<file path="src/rtl/led_ctrl.sv">
// led_ctrl: multi-channel LED pattern controller (off / on / blink / burst).
// A shared prescaler produces the pattern tick. Each channel keeps its own
// config and counters, and o_led is registered from the current channel state.
//
// Burst FSM (one per channel)
//   state    | meaning
//   st_pulse | LED lit; r_sub counts the pulse width
//   st_gap   | LED dark; r_sub counts the gap width, and the end of a gap bumps r_pcnt
//   st_rest  | all pulses for this period are sent; LED dark until the period wraps

module led_ctrl #(
    parameter int p_local_clk_freq = 74_250_000,
    parameter int p_tick_hz        = 1000,
    parameter int p_channels       = 4,
    parameter bit p_active_low     = 1'b0
) (
    input  logic                  i_local_clk,
    input  logic                  i_rst,
    input  logic                  i_cfg_wr,
    input  logic [3:0]            i_cfg_ch,
    input  logic [1:0]            i_cfg_mode,
    input  logic [15:0]           i_cfg_period,
    input  logic [15:0]           i_cfg_on,
    input  logic [3:0]            i_cfg_pulses,
    output logic                  o_tick,
    output logic [p_channels-1:0] o_led
);

    localparam int c_div   = p_local_clk_freq / p_tick_hz;
    localparam int c_div_w = $clog2(c_div);
    localparam logic [c_div_w-1:0] c_div_last = c_div_w'(c_div - 1);

    localparam logic [15:0] c_rst_period = 16'(p_tick_hz);
    localparam logic [15:0] c_rst_on     = 16'(p_tick_hz / 2);

    localparam logic [1:0] c_mode_off   = 2'd0;
    localparam logic [1:0] c_mode_on    = 2'd1;
    localparam logic [1:0] c_mode_blink = 2'd2;
    localparam logic [1:0] c_mode_burst = 2'd3;

    typedef enum logic [1:0] {
        st_pulse = 2'd0,
        st_gap   = 2'd1,
        st_rest  = 2'd2
    } burst_state_t;

    logic [c_div_w-1:0] r_div;
    logic               r_tick;

    logic [1:0]   r_mode   [p_channels];
    logic [15:0]  r_period [p_channels];
    logic [15:0]  r_on     [p_channels];
    logic [3:0]   r_pulses [p_channels];
    logic [15:0]  r_ms     [p_channels];
    logic [15:0]  r_sub    [p_channels];
    logic [3:0]   r_pcnt   [p_channels];
    burst_state_t r_state  [p_channels];

    logic [p_channels-1:0] w_led;
    logic [p_channels-1:0] w_run;

    assign o_tick = r_tick;

    // Prescaler: free-running 0..DIV-1 counter with a registered one-cycle tick.
    always_ff @(posedge i_local_clk) begin
        if (i_rst) begin
            r_div  <= '0;
            r_tick <= 1'b0;
        end else begin
            r_tick <= (r_div == c_div_last);
            r_div  <= (r_div == c_div_last) ? '0 : r_div + 1'b1;
        end
    end

    // Per-channel run enable and LED level decoded from mode and counters.
    always_comb begin
        w_run = '0;
        w_led = '0;
        for (int c = 0; c < p_channels; c++) begin
            case (r_mode[c])
                c_mode_on: w_led[c] = 1'b1;
                c_mode_blink: begin
                    w_run[c] = (r_period[c] != 16'd0);
                    w_led[c] = w_run[c] && (r_ms[c] < r_on[c]);
                end
                c_mode_burst: begin
                    w_run[c] = (r_period[c] != 16'd0) && (r_on[c] != 16'd0) &&
                               (r_pulses[c] != 4'd0);
                    w_led[c] = w_run[c] && (r_state[c] == st_pulse);
                end
                default: ;
            endcase
        end
    end

    // Channel config and counters; a write beats a coincident tick, and the wrap beats a sub-phase step.
    always_ff @(posedge i_local_clk) begin
        for (int c = 0; c < p_channels; c++) begin
            if (i_rst) begin
                r_mode[c]   <= (c == 0) ? c_mode_blink : c_mode_off;
                r_period[c] <= (c == 0) ? c_rst_period : 16'd0;
                r_on[c]     <= (c == 0) ? c_rst_on : 16'd0;
                r_pulses[c] <= 4'd0;
                r_ms[c]     <= 16'd0;
                r_sub[c]    <= 16'd0;
                r_pcnt[c]   <= 4'd0;
                r_state[c]  <= st_pulse;
            end else if (i_cfg_wr && (int'(i_cfg_ch) == c)) begin
                r_mode[c]   <= i_cfg_mode;
                r_period[c] <= i_cfg_period;
                r_on[c]     <= i_cfg_on;
                r_pulses[c] <= i_cfg_pulses;
                r_ms[c]     <= 16'd0;
                r_sub[c]    <= 16'd0;
                r_pcnt[c]   <= 4'd0;
                r_state[c]  <= st_pulse;
            end else if (r_tick && w_run[c]) begin
                if (r_ms[c] == r_period[c] - 16'd1) begin
                    r_ms[c]    <= 16'd0;
                    r_sub[c]   <= 16'd0;
                    r_pcnt[c]  <= 4'd0;
                    r_state[c] <= st_pulse;
                end else begin
                    r_ms[c] <= r_ms[c] + 16'd1;
                    if (r_mode[c] == c_mode_burst) begin
                        case (r_state[c])
                            st_pulse: begin
                                if (r_sub[c] == r_on[c] - 16'd1) begin
                                    r_sub[c]   <= 16'd0;
                                    r_state[c] <= st_gap;
                                end else begin
                                    r_sub[c] <= r_sub[c] + 16'd1;
                                end
                            end
                            st_gap: begin
                                if (r_sub[c] == r_on[c] - 16'd1) begin
                                    r_sub[c]   <= 16'd0;
                                    r_pcnt[c]  <= r_pcnt[c] + 4'd1;
                                    r_state[c] <= (r_pcnt[c] + 4'd1 == r_pulses[c]) ?
                                                  st_rest : st_pulse;
                                end else begin
                                    r_sub[c] <= r_sub[c] + 16'd1;
                                end
                            end
                            default: ;
                        endcase
                    end
                end
            end
        end
    end

    // Output register with optional inversion for active-low LEDs.
    always_ff @(posedge i_local_clk) begin
        if (i_rst) begin
            o_led <= {p_channels{p_active_low}};
        end else begin
            o_led <= w_led ^ {p_channels{p_active_low}};
        end
    end

endmodule
</file>
<file path="config.mk">
export PLATFORM = sky130hd
export DESIGN_NAME = led_ctrl
export DESIGN_NICKNAME = d
export VERILOG_FILES = /design/src/rtl/led_ctrl.sv
export SDC_FILE = /design/constraint.sdc
export NUM_CORES = 1
export LEC_CHECK = 0
export ABC_AREA = 1
export BUFFER_PORTS_ARGS = -buffer_cell sky130_fd_sc_hd__clkbuf_2
export CAP_MARGIN = 20
export CORE_ASPECT_RATIO = 1.2
export CORE_UTILIZATION = 60
export CTS_CLUSTER_DIAMETER = 80
export CTS_CLUSTER_SIZE = 30
export DETAILED_ROUTE_END_ITERATION = 8
export GPL_TIMING_DRIVEN = 0
export PLACE_DENSITY_LB_ADDON = 0.08
export SLEW_MARGIN = 20
export SYNTH_ARGS = -nofsm -noshare
export SYNTH_HDL_FRONTEND = slang
export SYNTH_SLANG_ARGS = --single-unit
</file>
<file path="constraint.sdc">
create_clock -name i_local_clk -period 3.6 [get_ports i_local_clk]
set_clock_uncertainty 0.2 [all_clocks]
set_input_delay 0.36 -clock i_local_clk [delete_from_list [all_inputs] [get_ports i_local_clk]]
set_output_delay 0.36 -clock i_local_clk [all_outputs]
set_load 0.01 [all_outputs]
</file>
After elaboration in Yosys (flattened, before gate mapping) --
Memories as Yosys holds them, arrays and structs flattened. Index checks and enable logic that the tools add are counted.
Storage, ports and cells: bits in registers 22, memories kept 8, word-level logic and storage cells 456, input bits 45, bits in writable memories 304, output and inout bits 5
Cells by class: $lt $le $gt $ge 4, multiplexer cells 266, $add $sub $neg 21, reductions and logical operators 42, bitwise operators 80, eq/ne operators 32
Memories:
- r_ms | words 4, width 16, read ports 4, clocked after memory_dff 0, wr ports 4, RTL line 54 | logic [15:0] r_ms [p_channels];
- r_on | words 4, width 16, read ports 4, clocked after memory_dff 0, wr ports 4, RTL line 52 | logic [15:0] r_on [p_channels];
- r_period | words 4, width 16, read ports 4, clocked after memory_dff 0, wr ports 4, RTL line 51 | logic [15:0] r_period [p_channels];
- r_sub | words 4, width 16, read ports 4, clocked after memory_dff 0, wr ports 4, RTL line 55 | logic [15:0] r_sub [p_channels];
- r_pcnt | words 4, width 4, read ports 4, clocked after memory_dff 0, wr ports 4, RTL line 56 | logic [3:0] r_pcnt [p_channels];
- r_pulses | words 4, width 4, read ports 4, clocked after memory_dff 0, wr ports 4, RTL line 53 | logic [3:0] r_pulses [p_channels];
- 2 more memories
Operator list (number):
- $mux 16 | 44
- $mux 1 | 174
- $add 16x1->16 const B | 8
- $eq 16x16->1 | 8
- $reduce_bool 16->1 | 8
- $sub 16x1->16 const B | 8
- $or 1x1->1 | 80
- $lt 16x16->1 | 4
- $mux 4 | 16
- $mux 2 | 24
- $logic_and 1x1->1 | 24
- $add 17x1->17 const B | 1
- $eq 17x17->1 const B | 1
- $add 4x1->4 const B | 4
- $eq 2x1->1 const B | 8
- $eq 2x2->1 const B | 8
- $eq 4x4->1 | 4
- $reduce_bool 4->1 | 4
- $pmux 1 s3 | 4
- $eq 4x3->1 const B | 2
- $logic_not 2->1 | 4
- $pmux 1 s2 | 4
- $eq 4x2->1 const B | 1
- $logic_not 4->1 | 1
- $reduce_or 2->1 | 1

Longest topological paths before layout --
Gate-level depths: netlist (run 1).
depth in word-level cells 14, mapped depth 18, gate-level depth less buffers 17

Least setup slack after synthesis (run 1) --
OpenSTA, ideal clock, no wires.
path kind input port to flip-flop, start point input i_cfg_ch[3], end point memory r_sub[3][0] (enable), buffers on the path 0, library setup time 416 ps, slack 217 ps, stages 10, arrival 2766 ps, data required time 2984 ps, path through nor2_1 inv_1 nor4_1 inv_1 nand2_1 inv_1 nand3_1 nor2_1 nor2_1 nand3_1
RTL lines:
- start, declared | RTL line 20 | input logic [3:0] i_cfg_ch,
- end, declared | RTL line 55

==> flow_metrics.py, run 1 <==
metrics = {
    "layout": {
        "area_growth_pct": 7.14,
        "post-route-util_pct": 65.6,
        "layout_commonest_cell": "nor2_1",
        "drive_above_1_share_pct": 6.47,
        "fin_nets": 2876,
        "layout.cells.non_filler": 3215,
        "mostFrequentLayoutCells": "nor2_1 (531), nand2_1 (523), inv_1 (353)",
        "postLayoutCellArea_mm2": 0.0231,
    },
    "critical_path": {
        "critPathKind": "flop to flop",
        "slowest_delay_ns": 0.48,
        "r2r_cells": 14,
        "crit_cells": 14,
        "cpMostUsedCell": "nor2_1",
        "worst-path-buf-inv": 1,
        "cp_max_fo": 16,
        "end_kind": "flop",
        "worstSetupStartpointType": "flop",
        "path_cells": "inv_1 -> ha_1 -> nand2_2 -> nor2_2 -> nand2_1 -> nand3_1 -> nand3_1 -> nor2_1 -> nand2_1 -> nor2_1 -> nand4_1 -> nor2_1 -> nor2_1 -> nand3_4",
        "arrival_ns": 3.33,
        "cp_top_family": "simple AND/OR/NAND/NOR gates",
        "cp_slowest_cell": "edfxtp_1",
        "cp_data_required_time_ns": 3.63,
    },
    "detailed_routing": {
        "antenna_left": 0,
        "vias": 17600,
        "avgRoutedWirePerCell_um": 16.9,
        "drt-total-wl_mm": 54.5,
        "vias_per_cell": 5.47,
        "drcViolationCount": 0,
        "drtIter0Drc": 1241,
        "dr.pass1.iters": 5,
    },
    "place": {
        "dp.cells": 3183,
        "place_ws_ns": -0.0626,
        "placed_area_mm2": 0.0225,
        "portBuffers": 49,
        "dp_hpwl_mm": 42.9,
        "place_congestion": 0.937,
    },
    "synthesis": {
        "yosysWarnings": 0,
        "ys_top_cells_by_area": "edfxtp_1 (42%), nor2_1 (9.3%), nand2_1 (9.2%)",
        "yosysTopAreaCellShare_pct": 42.4,
        "syn_area_mm2": 0.0215,
        "yosysTopAreaCell": "edfxtp_1",
        "postSynthCellCount": 2668,
        "ys_types": 46,
        "ys_seq_elements": 326,
        "synth_area_per_cell_um2": 8.08,
        "synth_fp_nets": 2803,
        "seq_area_frac_synth_pct": 44.4,
    },
    "clocking": {
        "cts_buffer_depth": 3,
        "post-cts-setup-buffer-count": 0,
        "cts-root-buf": "clkbuf_16",
        "cts_buffers": 17,
        "insertion_delay_ns": 0.57,
        "cts_tree": "built",
        "clkTransAtPathRegs_ns": 0.11,
        "cts-htree-levels": 1,
        "clock-sinks": 326,
    },
    "job": {
        "maxCapViolations": 0,
    },
    "worst_hold_path": {
        "hold_path_depth": 3,
        "hp-class": "primary input to flop",
    },
    "power": {
        "power_density_mw_per_mm2": 341,
        "peakVddDrop_mv": 0.418,
        "power.total_mw": 7.88,
        "leakage_nw": 9.74,
    },
    "timing": {
        "final-setup-viol-count": 0,
        "grt_setup_unrepaired": "false",
        "fin_ws_ns": 0.298,
        "hold_viol_final": 0,
        "fin_crit_ns": 3.30,
        "finalCritPeriodShare_pct": 91.7,
        "slew_violations": 0,
        "fmax_ghz": 0.303,
        "worstMarginPinSlew_ns": 0.950,
        "fin_setup_tns_ns": 0,
        "hold_ws_ns": 0.0387,
        "slew_headroom_pct": 36.7,
    },
    "floorplan": {
        "start_util_pct": 61.2,
        "die_w_um": 175,
        "die_area_mm2": 0.0367,
        "die_y_um": 210,
        "io_pins": 50,
        "row_count": 75,
        "core_region_area_mm2": 0.0352,
    },
    "global_routing": {
        "grt_max_degree": 32,
        "grt_pass1_wl_mm": 86.7,
        "grt_usage_pct": 30.2,
        "grt_pass1_vias": 17100,
        "overflow": 0,
        "antenna_found_initial": 1,
    },
    "outcome": {
        "status": "complete, no violations",
    },
}
## cells in the mapped netlist, drive strengths merged
library cell  count
clkbuf           20
o21bai            1
edfxtp          304
o21a              2
a21o              8
xnor3             2
a211oi            1
o2111ai           1
a31oi             4
and2              2
o21ai            56
nor3b            21
ha               90
xor2            140
or2              15
nor3             63
and3              6
nor4             17
nand2           531
dfxtp            22
buf              10
nand3b           18
o211ai            3
inv             359
xnor2            80
nand3           205
a21oi            67
nor2            568
nand4            52
## state kept, by name (all words and copies together) (netlist names)
signal and flops:
r_pcnt 16, r_on 64, r_sub 64, r_period 64
r_mode 8, r_ms 64, r_pulses 16, o_led 4
r_state 8, o_tick 1, r_div 17
## tightest hold or removal path, cell delays in order
cell,delay (ns)
clkbuf_2,0.08
inv_1,0.14
nand2_1,0.11
## routing by layer
metal | wire [um] | GRT usage, %
met4 | 2240 | 12.3
met1 | 22400 | 37.3
met3 | 3350 | 4.06
met2 | 26400 | 53.2
met5 | 0 | 0
## logic make-up (layout without fill, tap and decap cells)
family,Yosys count,after routing,share of synthesized area (%)
AO/OA/AOI/OAI,143,143,3.54
XOR/XNOR,222,222,9.15
adder cells (fa/ha/maj),90,90,5.23
buffers and inverters,389,472,6.96
flip-flops,326,326,44.4
other,0,2,0
AND/OR/NAND/NOR,1498,1498,30.7
## final timing paths
kind                                          startpoint                            to  slack (ns)
worst max register to register  r_on[3][0]$_SDFFCE_PN0P_         r_sub[3][0]$_DFFE_PP_        0.30
worst max-delay path            r_on[3][0]$_SDFFCE_PN0P_         r_sub[3][0]$_DFFE_PP_        0.30
worst min-delay path                     i_cfg_period[3]  r_period[0][3]$_SDFFCE_PN1P_        0.04
worst min register to register       r_div[0]$_SDFF_PP0_           r_div[0]$_SDFF_PP0_        0.28
## layout make-up
type                       instances  area [um2]
tap                              462         578
antenna                            2        5.00
clock inverter                    10         130
clock buffer                      19         433
inverter                         359        1350
multi-input combinational       1953       10500
timing repair buffer              54         343
fill                            3060       12100
buffer                            30         149
sequential                       326        9570
## repair_timing
action / in CTS / in global routing
hold buffers: 1 / 0
endpoints found under the setup margin: 39 / 64
pin swaps: 0 / 0
endpoints found under the hold margin: 1 / 0
resized for setup: 3 / 4
## report_power, final
part           switching [mW]  internal [mW]
clock                    1.36          0.948
combinational           0.675          0.374
sequential              0.211           4.32
No activity file was read; power rests on OpenSTA's default activity.
==> run 2: changes to the inputs <==
SLEW_MARGIN = unset   (was 20)
clock period = 4 ns   (was 3.6 ns; I/O delays follow)
==> run 2 against run 1 <==
Effect of this change: critical path depth rose by 1; setup slack improved by 0.087 ns; register-to-register slack improved by 0.09 ns; sequential power fell by 9.9%; clock power fell by 10%; power fell by 10%; largest power group unchanged; fmax fell by 8.7%; final area fell by 0.59%.
==> flow_metrics.py, run 2 (same netlist as run 1, synthesis figures left out) <==
metrics = {
    "timing": {
        "hold_viol_final": 0,
        "fmax_ghz": 0.277,
        "finalCritPeriodShare_pct": 90.4,
        "slew_headroom_pct": 35.0,
        "grt_setup_unrepaired": "false",
        "slew_violations": 0,
        "fin_ws_ns": 0.386,
        "final-setup-viol-count": 0,
        "fin_crit_ns": 3.61,
        "worstMarginPinSlew_ns": 0.972,
    },
    "clocking": {
        "post-cts-setup-buffer-count": 0,
        "clock-sinks": 326,
        "cts_buffer_depth": 3,
        "cts_buffers": 17,
        "clkTransAtPathRegs_ns": 0.10,
        "insertion_delay_ns": 0.54,
        "cts_tree": "built",
        "cts-htree-levels": 1,
        "cts-root-buf": "clkbuf_16",
    },
    "global_routing": {
        "antenna_found_initial": 2,
        "overflow": 0,
        "grt_usage_pct": 30.3,
        "grt_pass1_wl_mm": 87.1,
        "grt_pass1_vias": 17100,
        "grt_max_degree": 41,
    },
    "detailed_routing": {
        "drcViolationCount": 0,
        "drt-total-wl_mm": 54.6,
        "antenna_left": 0,
        "dr.pass1.iters": 5,
        "vias": 17700,
        "vias_per_cell": 5.51,
        "drtIter0Drc": 1381,
        "avgRoutedWirePerCell_um": 17.0,
    },
    "place": {
        "dp.cells": 3179,
        "place_ws_ns": -0.0352,
        "place_congestion": 0.937,
        "portBuffers": 49,
        "dp_hpwl_mm": 42.7,
    },
    "layout": {
        "fin_nets": 2872,
        "layout.cells.non_filler": 3209,
        "post-route-util_pct": 65.2,
        "layout_commonest_cell": "nor2_1",
        "num-fill-cells": 3061,
        "drive_above_1_share_pct": 6.23,
        "mostFrequentLayoutCells": "nor2_1 (531), nand2_1 (523), inv_1 (353)",
        "area_growth_pct": 6.52,
    },
    "critical_path": {
        "arrival_ns": 3.46,
        "r2r_cells": 15,
        "worstReg2RegEnd": "r_sub[2][0]$_SDFFCE_PN0P_",
        "worstSetupEndpoint": "r_sub[2][0]$_SDFFCE_PN0P_",
        "cp_max_fo": 16,
        "r2r_slack_ns": 0.39,
        "worstSetupStartpointType": "flop",
        "critPathKind": "flop to flop",
        "timing.rr.start": "r_period[2][0]$_SDFFCE_PN0P_",
        "end_kind": "flop",
        "cp_data_required_time_ns": 3.85,
        "crit_start": "r_period[2][0]$_SDFFCE_PN0P_",
    },
    "floorplan": {
        "die_y_um": 210,
        "die_area_mm2": 0.0367,
        "die_w_um": 175,
        "core_region_area_mm2": 0.0352,
        "row_count": 75,
        "start_util_pct": 61.2,
        "io_pins": 50,
    },
    "power": {
        "power_density_mw_per_mm2": 308,
        "peakVddDrop_mv": 0.388,
        "leakage_nw": 9.69,
    },
    "outcome": {
        "status": "complete, no violations",
    },
    "worst_hold_path": {
        "hp-class": "primary input to flop",
    },
    "job": {
        "maxCapViolations": 0,
    },
}
## run 2: cell count changes in the layout (fill, tap and decap cells not counted), sizes merged
cell	change
buf	-4
diode	-1
inv	-1
## run 2: layer usage
| layer | vias up | GRT usage [%] | share of wire, % |
|---|---|---|---|
| li1 | 8821 | - | - |
| met1 | 8269 | 37.8 | 41 |
| met2 | 480 | 53.1 | 49 |
| met3 | 115 | 3.35 | 5.7 |
| met4 | 2 | 13.0 | 4.4 |
| met5 | - | 0 | 0.015 |
## run 2: area by class of cell
cell class | count | area [um2] | area share (%)
Multi-Input combinational cell | 1953 | 10500 | 45.7
Sequential cell | 326 | 9570 | 41.7
Inverter | 359 | 1350 | 5.88
Tap cell | 462 | 578 | 2.52
Clock buffer | 19 | 433 | 1.89
Timing Repair Buffer | 50 | 255 | 1.11
Buffer | 30 | 149 | 0.649
Clock inverter | 9 | 118 | 0.513
Antenna cell | 1 | 2.50 | 0.0109
## run 2: repair_timing
item | CTS | global route
hold buffers | 1 | 0
resized for setup | 0 | 2
setup endpoints to repair | 0 | 32
hold endpoints to repair | 1 | 0
## run 2: worst min-delay path by stage
stage	startpoint	end	slack (ns)	depth (start not counted)
2_1_floorplan	r_div[0]$_SDFF_PP0_	r_div[0]$_SDFF_PP0_	0.23	1
3_3_place_gp	r_div[0]$_SDFF_PP0_	r_div[0]$_SDFF_PP0_	0.25	1
3_5_place_dp	r_div[0]$_SDFF_PP0_	r_div[0]$_SDFF_PP0_	0.26	1
4_1_cts	i_cfg_pulses[1]	r_pulses[0][1]$_SDFFCE_PN0P_	0.08	3
5_1_grt	i_cfg_pulses[1]	r_pulses[3][1]$_SDFFCE_PN0P_	0.11	3
6_report	i_cfg_period[3]	r_period[0][3]$_SDFFCE_PN1P_	0.10	3
## run 2: stage by stage
stage,power [mW],hold slack [ns],TNS (ns),area (um2)
6_report,7.07,0.102,0,22900
5_1_grt,7.32,0.112,0,22900
4_1_cts,7.09,0.0789,0,22900
2_1_floorplan,4.77,0.234,0,21500
3_3_place_gp,5.04,0.247,-19.57,22400
3_5_place_dp,5.07,0.262,-0.544,22400
## run 2: critical path, cell delays in order (launching register included)
cell	delay, ns
edfxtp_1	0.42
inv_1	0.19
ha_1	0.28
inv_1	0.07
nor2_1	0.14
nand3_1	0.16
nand3_1	0.15
inv_1	0.05
nor2_1	0.11
nand3_1	0.10
nor2_1	0.13
nand2_2	0.11
nand3_1	0.08
nor2_1	0.05
nor2_1	0.21
nand3_1	0.67
## run 2: report_power, final
part | switching [mW] | internal, mW | leakage [nW]
Clock | 1.21 | 0.849 | 0.267
Sequential | 0.191 | 3.89 | 3.23
Combinational | 0.606 | 0.326 | 6.19
==> run 3: changes to the inputs <==
BUFFER_PORTS_ARGS = -buffer_cell sky130_fd_sc_hd__buf_2   (was -buffer_cell sky130_fd_sc_hd__clkbuf_2)
==> run 3 against run 2 <==
Effect of this change: sequential share of layout area is 0.091 points lower; largest cell class unchanged; sequential power barely moved; power increased by 1.2%; die area is the same; non-clock buffer count increased by 1; final area increased by 0.22%; core utilization increased by 0.14 points; critical endpoint is now r_sub[3][0]$_DFFE_PP_; fmax is 1.2% lower; clock power increased by 4%; cell count is essentially flat; critical path type unchanged; first-iteration DRC count rose by 2.0%; register-to-register slack lost 0.04 ns.
==> flow_metrics.py, run 3 (same netlist as run 1, synthesis figures left out) <==
metrics = {
    "power": {
        "leakage_nw": 9.70,
        "power_density_mw_per_mm2": 311,
        "power.total_mw": 7.15,
        "peakVddDrop_mv": 0.386,
    },
    "timing": {
        "final-setup-viol-count": 0,
        "finalCritPeriodShare_pct": 91.5,
        "slew_violations": 0,
        "slew_headroom_pct": 38.0,
        "grt_setup_unrepaired": "false",
        "fmax_ghz": 0.273,
        "hold_viol_final": 0,
        "fin_crit_ns": 3.66,
        "worstMarginPinSlew_ns": 0.927,
    },
    "detailed_routing": {
        "drcViolationCount": 0,
        "avgRoutedWirePerCell_um": 17.1,
        "antenna_left": 0,
        "dr.pass1.iters": 5,
        "vias_per_cell": 5.55,
        "drt-total-wl_mm": 54.8,
        "vias": 17800,
        "drtIter0Drc": 1408,
    },
    "place": {
        "dp.cells": 3180,
        "place_congestion": 0.926,
        "portBuffers": 49,
        "placed_area_mm2": 0.0224,
        "dp_hpwl_mm": 43.0,
    },
    "layout": {
        "fin_nets": 2873,
        "area_growth_pct": 6.75,
        "mostFrequentLayoutCells": "nor2_1 (531), nand2_1 (523), inv_1 (353)",
        "layout.cells.non_filler": 3210,
        "layout_commonest_cell": "nor2_1",
        "postLayoutCellArea_mm2": 0.0230,
        "num-fill-cells": 3028,
        "drive_above_1_share_pct": 6.19,
    },
    "worst_hold_path": {
        "hp-class": "primary input to flop",
    },
    "floorplan": {
        "io_pins": 50,
        "die_area_mm2": 0.0367,
        "start_util_pct": 61.2,
        "core_region_area_mm2": 0.0352,
        "die_y_um": 210,
        "row_count": 75,
        "die_w_um": 175,
    },
    "critical_path": {
        "cp_data_required_time_ns": 3.86,
        "critPathKind": "flop to flop",
        "slowest_delay_ns": 0.63,
        "cp_slowest_cell": "nand3_1",
        "end_kind": "flop",
        "arrival_ns": 3.52,
        "path_cells": "inv_1 -> ha_1 -> nand2_1 -> nor2_4 -> xor2_1 -> nand3_1 -> nor2_1 -> nand3_1 -> nand3_1 -> nor2_1 -> nor2_1 -> nand3_1",
        "cpMostUsedCell": "nand3_1",
        "r2r_slack_ns": 0.34,
        "cp_max_fo": 16,
        "worstSetupStartpointType": "flop",
    },
    "clocking": {
        "cts_tree": "built",
        "cts-htree-levels": 1,
        "clock-sinks": 326,
        "cts-root-buf": "clkbuf_16",
        "cts_buffer_depth": 3,
        "insertion_delay_ns": 0.56,
        "cts_buffers": 17,
        "clkTransAtPathRegs_ns": 0.11,
        "ctsResizeCount": 0,
    },
    "global_routing": {
        "overflow": 0,
        "grt_pass1_vias": 17100,
        "grt_usage_pct": 30.4,
        "grt_pass1_wl_mm": 87.1,
        "grt_max_degree": 41,
        "antenna_found_initial": 1,
    },
    "outcome": {
        "status": "complete, no violations",
    },
    "job": {
        "maxCapViolations": 0,
    },
}
-- run 3: path summary, 6_finish.rpt --
check | startpoint | endpoint | depth (start not counted)
min reg2reg | r_div[0]$_SDFF_PP0_ | r_div[0]$_SDFF_PP0_ | 1
min | i_cfg_mode[1] | r_mode[0][1]$_SDFFCE_PN1P_ | 3
max reg2reg | r_period[3][0]$_SDFFCE_PN0P_ | r_sub[3][0]$_DFFE_PP_ | 12
max | r_period[3][0]$_SDFFCE_PN0P_ | r_sub[3][0]$_DFFE_PP_ | 12
-- run 3: metrics by stage --
stage / hold slack [ns] / utilization (%) / setup WS (ns) / TNS (ns)
4_1_cts: 0.0739 / 65.3 / 0.323 / 0
6_report: 0.0816 / 65.4 / 0.341 / 0
3_3_place_gp: 0.246 / 63.6 / -0.602 / -20.28
5_1_grt: 0.0935 / 65.3 / 0.000754 / 0
3_5_place_dp: 0.258 / 63.6 / -0.133 / -2.11
2_1_floorplan: 0.234 / - / 0.577 / 0
-- run 3: what timing repair did --
| action | 4_1_cts | 5_1_grt |
|---|---|---|
| endpoints found under the hold margin | 1 | 0 |
| buffers inserted | 0 | 0 |
| hold buffers | 1 | 0 |
-- run 3: area by class of cell --
class	count	area [um2]	area share, %
tap	462	578	2.51
clock buffer	20	447	1.94
timing repair buffer	51	275	1.20
clock inverter	8	144	0.626
inverter	359	1350	5.87
buffer	30	149	0.647
antenna	1	2.50	0.0109
multi-input combinational	1953	10500	45.6
sequential	326	9570	41.6
-- run 3: report_power, final --
| part | leakage, nW | switching (mW) | total, mW | internal, mW |
|---|---|---|---|---|
| clock network | 0.282 | 1.21 | 2.14 | 0.926 |
| registers | 3.23 | 0.190 | 4.08 | 3.89 |
| logic | 6.19 | 0.608 | 0.936 | 0.328 |
| total | 9.70 | 2.01 | 7.15 | 5.14 |
-- run 3: per-layer routing --
metal	routed length, um	vias up	global-route usage (%)
li1	-	8831	-
met1	22700	8336	38.4
met2	26500	524	52.7
met3	3020	118	2.68
met4	2610	0	13.8
met5	0	-	0
-- run 3: critical path: cells and delay by family, from the launching register on --
kind / cells / cell delay, ns
XOR/XNOR: 1 / 0.23
adder cells (fa/ha/maj): 1 / 0.26
buffers and inverters: 1 / 0.18
flip-flops: 1 / 0.50
AND/OR/NAND/NOR: 9 / 1.80
